`src/rtl/lcd_pkg.sv`:
```
// Shared types and constants for the LCD capture path: default geometry,
// capture states and the BGP palette lookup.
package lcd_pkg;

    localparam int LCD_W              = 160;
    localparam int LCD_H              = 144;
    localparam int LCD_BYTES_PER_LINE = LCD_W / 4;

    typedef enum logic [1:0] {
        S_SYNC   = 2'd0,
        S_ACTIVE = 2'd1,
        S_VBLANK = 2'd2
    } capture_state_t;

    // Colour index c selects pal[2c+1:2c].
    function automatic logic [1:0] pal_map(input logic [7:0] pal, input logic [1:0] c);
        case (c)
            2'd0:    pal_map = pal[1:0];
            2'd1:    pal_map = pal[3:2];
            2'd2:    pal_map = pal[5:4];
            default: pal_map = pal[7:6];
        endcase
    endfunction

endpackage

```
`src/rtl/pixel_packer.sv`:
```
// Packs 2-bit pixels four to a byte, first pixel in bits [7:6]; a flush
// emits a partial group zero-padded in the low bits.
module pixel_packer (
    input  logic       clk,
    input  logic       rst,
    input  logic       clr,
    input  logic       push,
    input  logic       flush,
    input  logic [1:0] color,
    output logic       byte_valid,
    output logic [7:0] byte_data
);

    logic [7:0] sr;
    logic [1:0] cnt;
    logic [7:0] sr_n;
    logic [2:0] cnt_n;

    // A pixel arriving with a flush is packed first, then the group is closed.
    always_comb begin
        sr_n       = push ? {sr[5:0], color} : sr;
        cnt_n      = {1'b0, cnt} + {2'b00, push};
        byte_valid = 1'b0;
        byte_data  = 8'h00;
        if (cnt_n == 3'd4) begin
            byte_valid = 1'b1;
            byte_data  = sr_n;
        end else if (flush && cnt_n != 3'd0) begin
            byte_valid = 1'b1;
            byte_data  = sr_n << (4'd8 - {cnt_n, 1'b0});
        end
    end

    always_ff @(posedge clk or negedge rst) begin
        if (!rst) begin
            cnt <= 2'd0;
        end else if (clr || byte_valid) begin
            cnt <= 2'd0;
        end else begin
            cnt <= cnt_n[1:0];
        end
    end

    always_ff @(posedge clk) begin
        sr <= sr_n;
    end

endmodule

```
`src/rtl/lcd_capture.sv`:
```
// Captures the PPU LCD stream into a double-banked framebuffer of packed 2-bit pixels.
// Define LCD_CAPTURE_PALETTE_EN to store bgp-mapped colours instead of raw indices.
module lcd_capture
    import lcd_pkg::*;
#(
    parameter int WIDTH  = LCD_W,
    parameter int HEIGHT = LCD_H
) (
    input  logic        clk,
    input  logic        rst,
    input  logic        lcd_pixel,
    input  logic [1:0]  lcd_color,
    input  logic        lcd_hsync,
    input  logic        lcd_vsync,
    input  logic [7:0]  bgp,
    input  logic        err_clr,
    output logic [12:0] fb_addr,
    output logic [7:0]  fb_data,
    output logic        fb_we,
    output logic        fb_bank,
    output logic        disp_bank,
    output logic        frame_done,
    output logic        synced,
    output logic        err_short,
    output logic        err_long
);

    localparam int            XW    = $clog2(WIDTH + 1);
    localparam int            YW    = $clog2(HEIGHT + 1);
    localparam logic [XW-1:0] X_MAX = XW'(WIDTH);
    localparam logic [YW-1:0] Y_MAX = YW'(HEIGHT);
    localparam logic [12:0]   BPL   = 13'(WIDTH / 4);

    capture_state_t state;
    logic           hs_q, vs_q;
    logic [XW-1:0]  x, x_after;
    logic [YW-1:0]  y, y_after;
    logic [12:0]    addr, line_base;
    logic           frame_bad;
    logic           hs_rise, vs_rise, vs_fall, active, start;
    logic           pix_ok, pix_bad, take, overflow;
    logic           line_end, frame_end, short_set, long_set, frame_ok, wr;
    logic [1:0]     color;
    logic           byte_valid;
    logic [7:0]     byte_data;

`ifdef LCD_CAPTURE_PALETTE_EN
    assign color = pal_map(bgp, lcd_color);
`else
    logic unused_bgp;
    assign unused_bgp = ^bgp;
    assign color      = lcd_color;
`endif

    assign disp_bank = ~fb_bank;

    // A pixel on the hsync rising edge still belongs to the line it closes.
    always_comb begin
        hs_rise   = lcd_hsync & ~hs_q;
        vs_rise   = lcd_vsync & ~vs_q;
        vs_fall   = ~lcd_vsync & vs_q;
        active    = (state == S_ACTIVE);
        start     = vs_fall & ~active;
        pix_ok    = lcd_pixel & (~lcd_hsync | hs_rise) & ~lcd_vsync;
        take      = active & pix_ok & (x < X_MAX);
        overflow  = active & pix_ok & (x == X_MAX);
        pix_bad   = (active & lcd_pixel & ~pix_ok) |
                    ((state == S_VBLANK) & lcd_pixel & (lcd_hsync | lcd_vsync));
        x_after   = take ? x + XW'(1) : x;
        line_end  = active & (hs_rise | (vs_rise & (x_after != '0)));
        frame_end = active & vs_rise;
        y_after   = (line_end && y != Y_MAX) ? y + YW'(1) : y;
        short_set = (line_end & (x_after < X_MAX)) | (frame_end & (y_after < Y_MAX));
        long_set  = overflow | pix_bad | (line_end & (y == Y_MAX));
        frame_ok  = frame_end & ~(frame_bad | short_set | long_set) & (y_after == Y_MAX);
        wr        = byte_valid & (y != Y_MAX);
    end

    pixel_packer u_packer (
        .clk        (clk),
        .rst        (rst),
        .clr        (start),
        .push       (take),
        .flush      (line_end),
        .color      (color),
        .byte_valid (byte_valid),
        .byte_data  (byte_data)
    );

    always_ff @(posedge clk or negedge rst) begin
        if (!rst) begin
            state      <= S_SYNC;
            hs_q       <= 1'b0;
            vs_q       <= 1'b0;
            x          <= '0;
            y          <= '0;
            addr       <= 13'd0;
            line_base  <= 13'd0;
            frame_bad  <= 1'b0;
            fb_we      <= 1'b0;
            fb_addr    <= 13'd0;
            fb_data    <= 8'h00;
            fb_bank    <= 1'b0;
            frame_done <= 1'b0;
            synced     <= 1'b0;
            err_short  <= 1'b0;
            err_long   <= 1'b0;
        end else begin
            hs_q       <= lcd_hsync;
            vs_q       <= lcd_vsync;
            fb_we      <= wr;
            frame_done <= frame_ok;
            if (wr) begin
                fb_addr <= addr;
                fb_data <= byte_data;
            end
            if (frame_ok) fb_bank <= ~fb_bank;
            err_short <= short_set | (err_short & ~err_clr);
            err_long  <= long_set | (err_long & ~err_clr);

            if (start) begin
                state     <= S_ACTIVE;
                synced    <= 1'b1;
                x         <= '0;
                y         <= '0;
                addr      <= 13'd0;
                line_base <= 13'd0;
                frame_bad <= 1'b0;
            end else if (active) begin
                frame_bad <= frame_bad | short_set | long_set;
                if (line_end) begin
                    x <= '0;
                    y <= y_after;
                    // Lines past the bottom are discarded, so the base stays put.
                    if (y != Y_MAX) begin
                        addr      <= line_base + BPL;
                        line_base <= line_base + BPL;
                    end
                end else begin
                    x <= x_after;
                    if (wr) addr <= addr + 13'd1;
                end
                if (frame_end) state <= S_VBLANK;
            end
        end
    end

endmodule
```
`config.mk`:
```
export PLATFORM = sky130hd
export DESIGN_NAME = lcd_capture
export DESIGN_NICKNAME = d
export VERILOG_FILES = /design/src/rtl/lcd_pkg.sv /design/src/rtl/pixel_packer.sv /design/src/rtl/lcd_capture.sv
export SDC_FILE = /design/constraint.sdc
export NUM_CORES = 1
export LEC_CHECK = 0
export ABC_CLOCK_PERIOD_IN_PS = 9600
export CORE_MARGIN = 8
export CORE_UTILIZATION = 55
export DETAILED_ROUTE_END_ITERATION = 16
export GPL_TIMING_DRIVEN = 0
export PLACE_DENSITY = 0.77
export REMOVE_ABC_BUFFERS = 1
export SYNTH_ARGS = -nofsm -noshare
export SYNTH_HDL_FRONTEND = slang
export SYNTH_SLANG_ARGS = --single-unit
```
`constraint.sdc`:
```
create_clock -name clk -period 9.6 [get_ports clk]
set_clock_uncertainty 0.05 [all_clocks]
set_input_delay 0.96 -clock clk [delete_from_list [all_inputs] [get_ports clk]]
set_output_delay 0.96 -clock clk [all_outputs]
set_load 0.01 [all_outputs]
```
## Word level (Yosys, flattened, before mapping)

Cells that the tools add are included.

- Register bits: 84
- Output and inout bits: 28
- Word-level logic and storage cells: 121

- Add/sub/neg operators: 6
- Order comparisons: 3
- Equality and inequality tests: 8
- Shift-type cells: 1
- Muxes and demuxes: 27
- Bitwise logic cells: 44
- Reductions and logical operators: 14

Operator list:

| kind | number |
|---|---|
| $mux 13 | 8 |
| $mux 8 | 11 |
| $and 1x1->1 | 24 |
| $eq 8x8->1 const B | 3 |
| $lt 8x8->1 const B | 3 |
| $add 8x1->8 const B | 2 |
| $add 13x1->13 const B | 1 |
| $add 13x6->13 const B | 1 |
| $or 1x1->1 | 11 |
| $not 1->1 | 9 |
| $mux 2 | 4 |
| $ne 8x8->1 const B | 1 |
| $reduce_bool 2->1 | 4 |
| $reduce_bool 8->1 | 1 |
| $shl 8x4->8 | 1 |
| $reduce_and 3->1 | 2 |
| $reduce_bool 3->1 | 2 |
| $mux 1 | 4 |
| $reduce_and 2->1 | 2 |
| $sub 4x4->4 const A | 1 |
| $add 2x1->3 | 1 |
| $eq 3x3->1 const B | 1 |
| $ne 3x2->1 const B | 1 |
| $eq 2x1->1 const B | 1 |
| other kinds (3) | 4 |

## Depth between registers and ports, before layout

- Depth in word-level cells: 22
- Depth in mapped cells: 16
- Depth with buffers taken out: 13

## Modules after synthesis

A second synthesis with hierarchy kept.

- Cell total of the unflattened synthesis: 467
- Area, all modules: 4461.8 µm²

By module, submodules not included:

| module | times used | cells each | area each (µm²) |
|---|---|---|---|
| lcd_capture | 1 | 412 | 3888.7 |
| pixel_packer | 1 | 55 | 573.0 |

## Worst setup path before layout

OpenSTA, ideal clock, no wires.

- Path kind: input to register
- Start: input lcd_vsync
- End: register fb_data[0]
- Library setup time: 65 ps
- Data arrival time: 3550 ps
- Path slack: 5934 ps
- Cell stages on the path: 15
- Buffers on the path: 2
- Path through: nand4bb_4 > nor2_4 > nand2_4 > inv_4 > clkbuf_1 > ha_1 > ha_1 > inv_1 > ha_1 > ha_1 > clkbuf_1 > nor4b_2 > nor2b_1 > a21o_1 > a22o_1

- Longest elaborated chain between the ends: 13

Ends and longest elaborated chain:

| what | line | source |
|---|---|---|
| start: declaration | lcd_capture.sv:14 | `input logic lcd_vsync,` |
| parallel branches: the longest is 13 deep, another holds $sub 4x4->4 | n/a |  |
| end signal: assignment | lcd_capture.sv:115 | `fb_data <= byte_data;` |
| end: declaration | lcd_capture.sv:18 | `output logic [7:0] fb_data,` |

Parallel ways; which one is timed is not known.
A chain may end at the register's enable or synchronous reset.

## Worst setup path after layout

- Start: input lcd_vsync
- End: register fb_addr[1]

- Longest elaborated chain between the ends: 13

Ends and longest elaborated chain:

| what | line | source |
|---|---|---|
| $not 1->1 | lcd_capture.sv:64 | `pix_ok = lcd_pixel & (~lcd_hsync \| hs_rise) & ~lcd_vsync;` |
| $and 1x1->1 | lcd_capture.sv:64 |  |
| $and 1x1->1 (2 in a row) | lcd_capture.sv:65 | `take = active & pix_ok & (x < X_MAX);` |
| $mux 8 | lcd_capture.sv:69 | `x_after = take ? x + XW'(1) : x;` |
| $reduce_bool 8->1 | lcd_capture.sv:70 | `line_end = active & (hs_rise \| (vs_rise & (x_after != '0)));` |
| $and 1x1->1 | lcd_capture.sv:70 |  |
| $or 1x1->1 | lcd_capture.sv:70 |  |
| $and 1x1->1 | lcd_capture.sv:70 |  |
| $logic_and 1x1->1 | pixel_packer.sv:28 | `end else if (flush && cnt_n != 3'd0) begin` |
| $mux 1 | pixel_packer.sv:28 |  |
| $mux 1 (*) | pixel_packer.sv:25 | `if (cnt_n == 3'd4) begin` |
| $and 1x1->1 (*) | lcd_capture.sv:76 | `wr = byte_valid & (y != Y_MAX);` |
| end signal: assignment | lcd_capture.sv:114 | `fb_addr <= addr;` |
| end: declaration | lcd_capture.sv:17 | `output logic [12:0] fb_addr,` |

Mark *: on every way between the ends. The rest lies on a longest branch, timed or not.

==> results.md <==
- Run status: finished, final reports clean
- Hold Violations, Final: 0
- Sequential share of power: 44.1%
- Cell taking the most area after synthesis: dfrtp_1
- Postcts setup bufs: 0
- Leak: 2.20 nW
- Buf/Inv on CP: 2
- Area used by multi-input combinational logic: 0.00234 mm²
- Worst EP required: 9790 ps
- F_max: 209 MHz
- Comb power frac: 29.8%
- PD cells: 194 mW/mm²
- Type of the worst min-delay path: flip-flop to flip-flop
- Synthesis-to-layout area growth: 13.6%
- Chip width: 107 µm
- Max cap viols: 0
- Seq cells post-synth: 81
- Ratio of cells with drive above 1 in the final layout: 8.41%
- Worst stage delay on the critical path: 920 ps
- FF/Latch Area: 0.00199 mm²
- Initial core utilization: 55.8%
- Antenna viol nets, final: 0
- Critical path, cell by cell: clkdlybuf4s50_1, nand4bb_4, nor2_4, nand2_4, inv_4, and4_1, o221ai_2, a21oi_2, o21a_1, nand2b_1, mux2_2
- Rows: 33
- Unrepaired setup endpoints after global routing: no
- Die ar.: 0.0114 mm²
- Syn Std Cell Area: 0.00452 mm²
- Routed vias/inst: 5.93
- WL final: 9.90 mm
- Worst path top cell family by delay: simple AND/OR/NAND/NOR gates
- Period utilisation layout: 49.7%
- Setup TNS: 0 ps
- CTS Buf Count: 9
- Slew margin rel.: 19.7%
- Final Power: 997 µW
- TritonRoute pass-1 iters: 4
- Wirelength per Cell: 15.8 µm
- Largest net degree at the start of global routing: 52
- First-pass GRT wire length: 17.5 mm
- Top cells by count, synth: 73 x dfrtp_1, 60 x o21ai_0, 59 x nand2_1, 41 x nor2_1, 21 x inv_1
- Max stage delay cell, worst path: nand2b_1
- Clock power frac: 26.2%
- Startpoint Class: primary input
- Number of H-tree levels: 3
- Skew-Pair Late Insertion Delay: 360 ps
- Dpl cells: 612
- Fill cells: 695
- P_sw: 346 µW
- Clk sinks: 81
- Setup violations, final: 0
- Area of the core: 0.00809 mm²
- Syn. warnings: 0
- GRT overflow: 0
- Net count, final: 545
- Die height: 107 µm
- Main flop type after synthesis: dfrtp_1
- Clock-pin slew on the worst setup and hold paths: 80 ps
- Int Pwr: 651 µW
- Critical path fanouts, max: 35
- Post-synth EDFFs: 0
- Net Sw Frac: 34.7%
- Actual slew at the worst max-slew pin: 1200 ps
- Syn Area/Cell: 9.14 µm²
- First DRT Iteration DRCs: 201
- Sequential share of the synthesized area: 44.0%
- Async SR Flop Fraction: 90.1%
- Design area: 0.00513 mm²
- CTS Hold Bufs: 0
- Synth top area cells: dfrtp_1 40%, o21ai_0 6.7%, nand2_1 4.9%
- Number of diodes: 0
- Final HPWL DP: 7.01 mm
- Gp weighted congestion: 0.844
- WP data arrival: 4960 ps
- Clock buffer depth: 2
- # resized after CTS: 0
- Clk root buf: clkbuf_8
- CP endpoint kind: flip-flop
- Vias in the first global route: 3644
- I/O pin count: 44
- Initial antenna violation count: 0
- Max Slew Vio Count: 0
- DRC Markers: 0
- Share of the synthesized area in the top cell type: 40.5%
- GR Util All Layers: 18.7%
- I/O Buffers: 35
- Count leader, synth: dfrtp_1
- Yosys cell types: 70
- CTS tree: done
- Finished Layout Cells: 628
- Routed vias: 3723
- Crit Path Class: primary input to flip-flop
- Maximum VDD drop: 113 µV
- Final min period: 4770 ps
- Post-Synthesis Cells: 494
- Placed cell areas: 0.00492 mm²
-- power groups by stage --
stage	sequential (mW)	combinational [mW]	clock [mW]
6_report	0.439	0.297	0.261
3_5_place_dp	0.444	0.296	0
4_1_cts	0.439	0.297	0.268
5_1_grt	0.447	0.336	0.283
3_3_place_gp	0.441	0.284	0
2_1_floorplan	0.442	0.192	0
-- flip-flops by register name (all words and copies together) (netlist names), 2 cells and up --
name / count
addr: 13
fb_addr: 13
line_base: 10
fb_data: 8
u_packer.sr: 8
x: 8
y: 8
state: 2
u_packer.cnt: 2
-- cell families (layout without fill, tap and decap cells) --
logic type	after synthesis	after routing	share of synthesized area, %
XOR/XNOR	20	20	3.88
AND/OR/NAND/NOR	180	180	21.3
multiplexers	17	17	4.10
AO/OA/AOI/OAI	140	140	19.5
buffers and inverters	45	74	4.18
adder cells (fa/ha/maj)	11	11	3.05
flip-flops	81	81	44.0
-- path summary, 6_finish.rpt --
check / from / to / cells past startpoint / slack (ps)
max in group asynchronous: rst / fb_addr[3]$_DFFE_PN0P_ / 2 / 8490
worst min-delay path: synced$_DFFE_PN0P_ / synced$_DFFE_PN0P_ / 1 / 420
worst min register to register: synced$_DFFE_PN0P_ / synced$_DFFE_PN0P_ / 1 / 420
worst max register to register: state[1]$_DFFE_PN0P_ / fb_addr[1]$_DFFE_PN0P_ / 10 / 5540
worst max-delay path: lcd_vsync / fb_addr[1]$_DFFE_PN0P_ / 11 / 4830
min in group asynchronous: rst / hs_q$_DFF_PN0_ / 1 / 450
-- through the flow --
stage | hold slack, ps | worst slack [ps] | util, %
finish | 422 | 4830 | 63.4
global route | 457 | 4500 | 63.4
CTS | 426 | 4830 | 63.3
detailed placement | 407 | 4420 | 60.8
global placement | 401 | 4500 | 60.5
floorplan | 388 | 5770 | -
-- layer usage --
metal	global-route usage, %	wire length [µm]	vias up
li1	-	-	1817
met1	24.5	4590	1792
met2	29.1	4560	97
met3	3.54	546	17
met4	8.74	204	0
met5	0	0	-
-- area by class of cell --
cell class / count / area share, %
multi-input cells: 368 / 45.7
flip-flops and latches: 81 / 38.7
repair buffers: 36 / 7.32
clock buffers: 12 / 3.03
well taps: 105 / 2.56
inverters: 22 / 1.66
clock inverters: 4 / 1.00
-- placed cells by master (no fill, tap or decap), types with 5 or more instances in the layout --
cell             synthesis  routed
a211oi_1                 5       5
a22o_1                   6       6
nor2_1                  41      41
ha_1                    11      11
xnor2_1                 12      12
mux2i_1                  5       5
mux2_2                   9       9
o21ai_0                 60      60
nand2_1                 59      59
nor3_1                   5       5
inv_1                   21      21
xor2_1                   8       8
nand2b_1                 6       6
dfxtp_1                  8       8
clkbuf_8                 0      11
a21oi_1                 20      20
and3_1                  19      19
nand3_1                 13      13
dfrtp_1                 73      73
clkdlybuf4s50_1          0      34
a22oi_1                  6       6
Power figures use the tool's default switching activity.
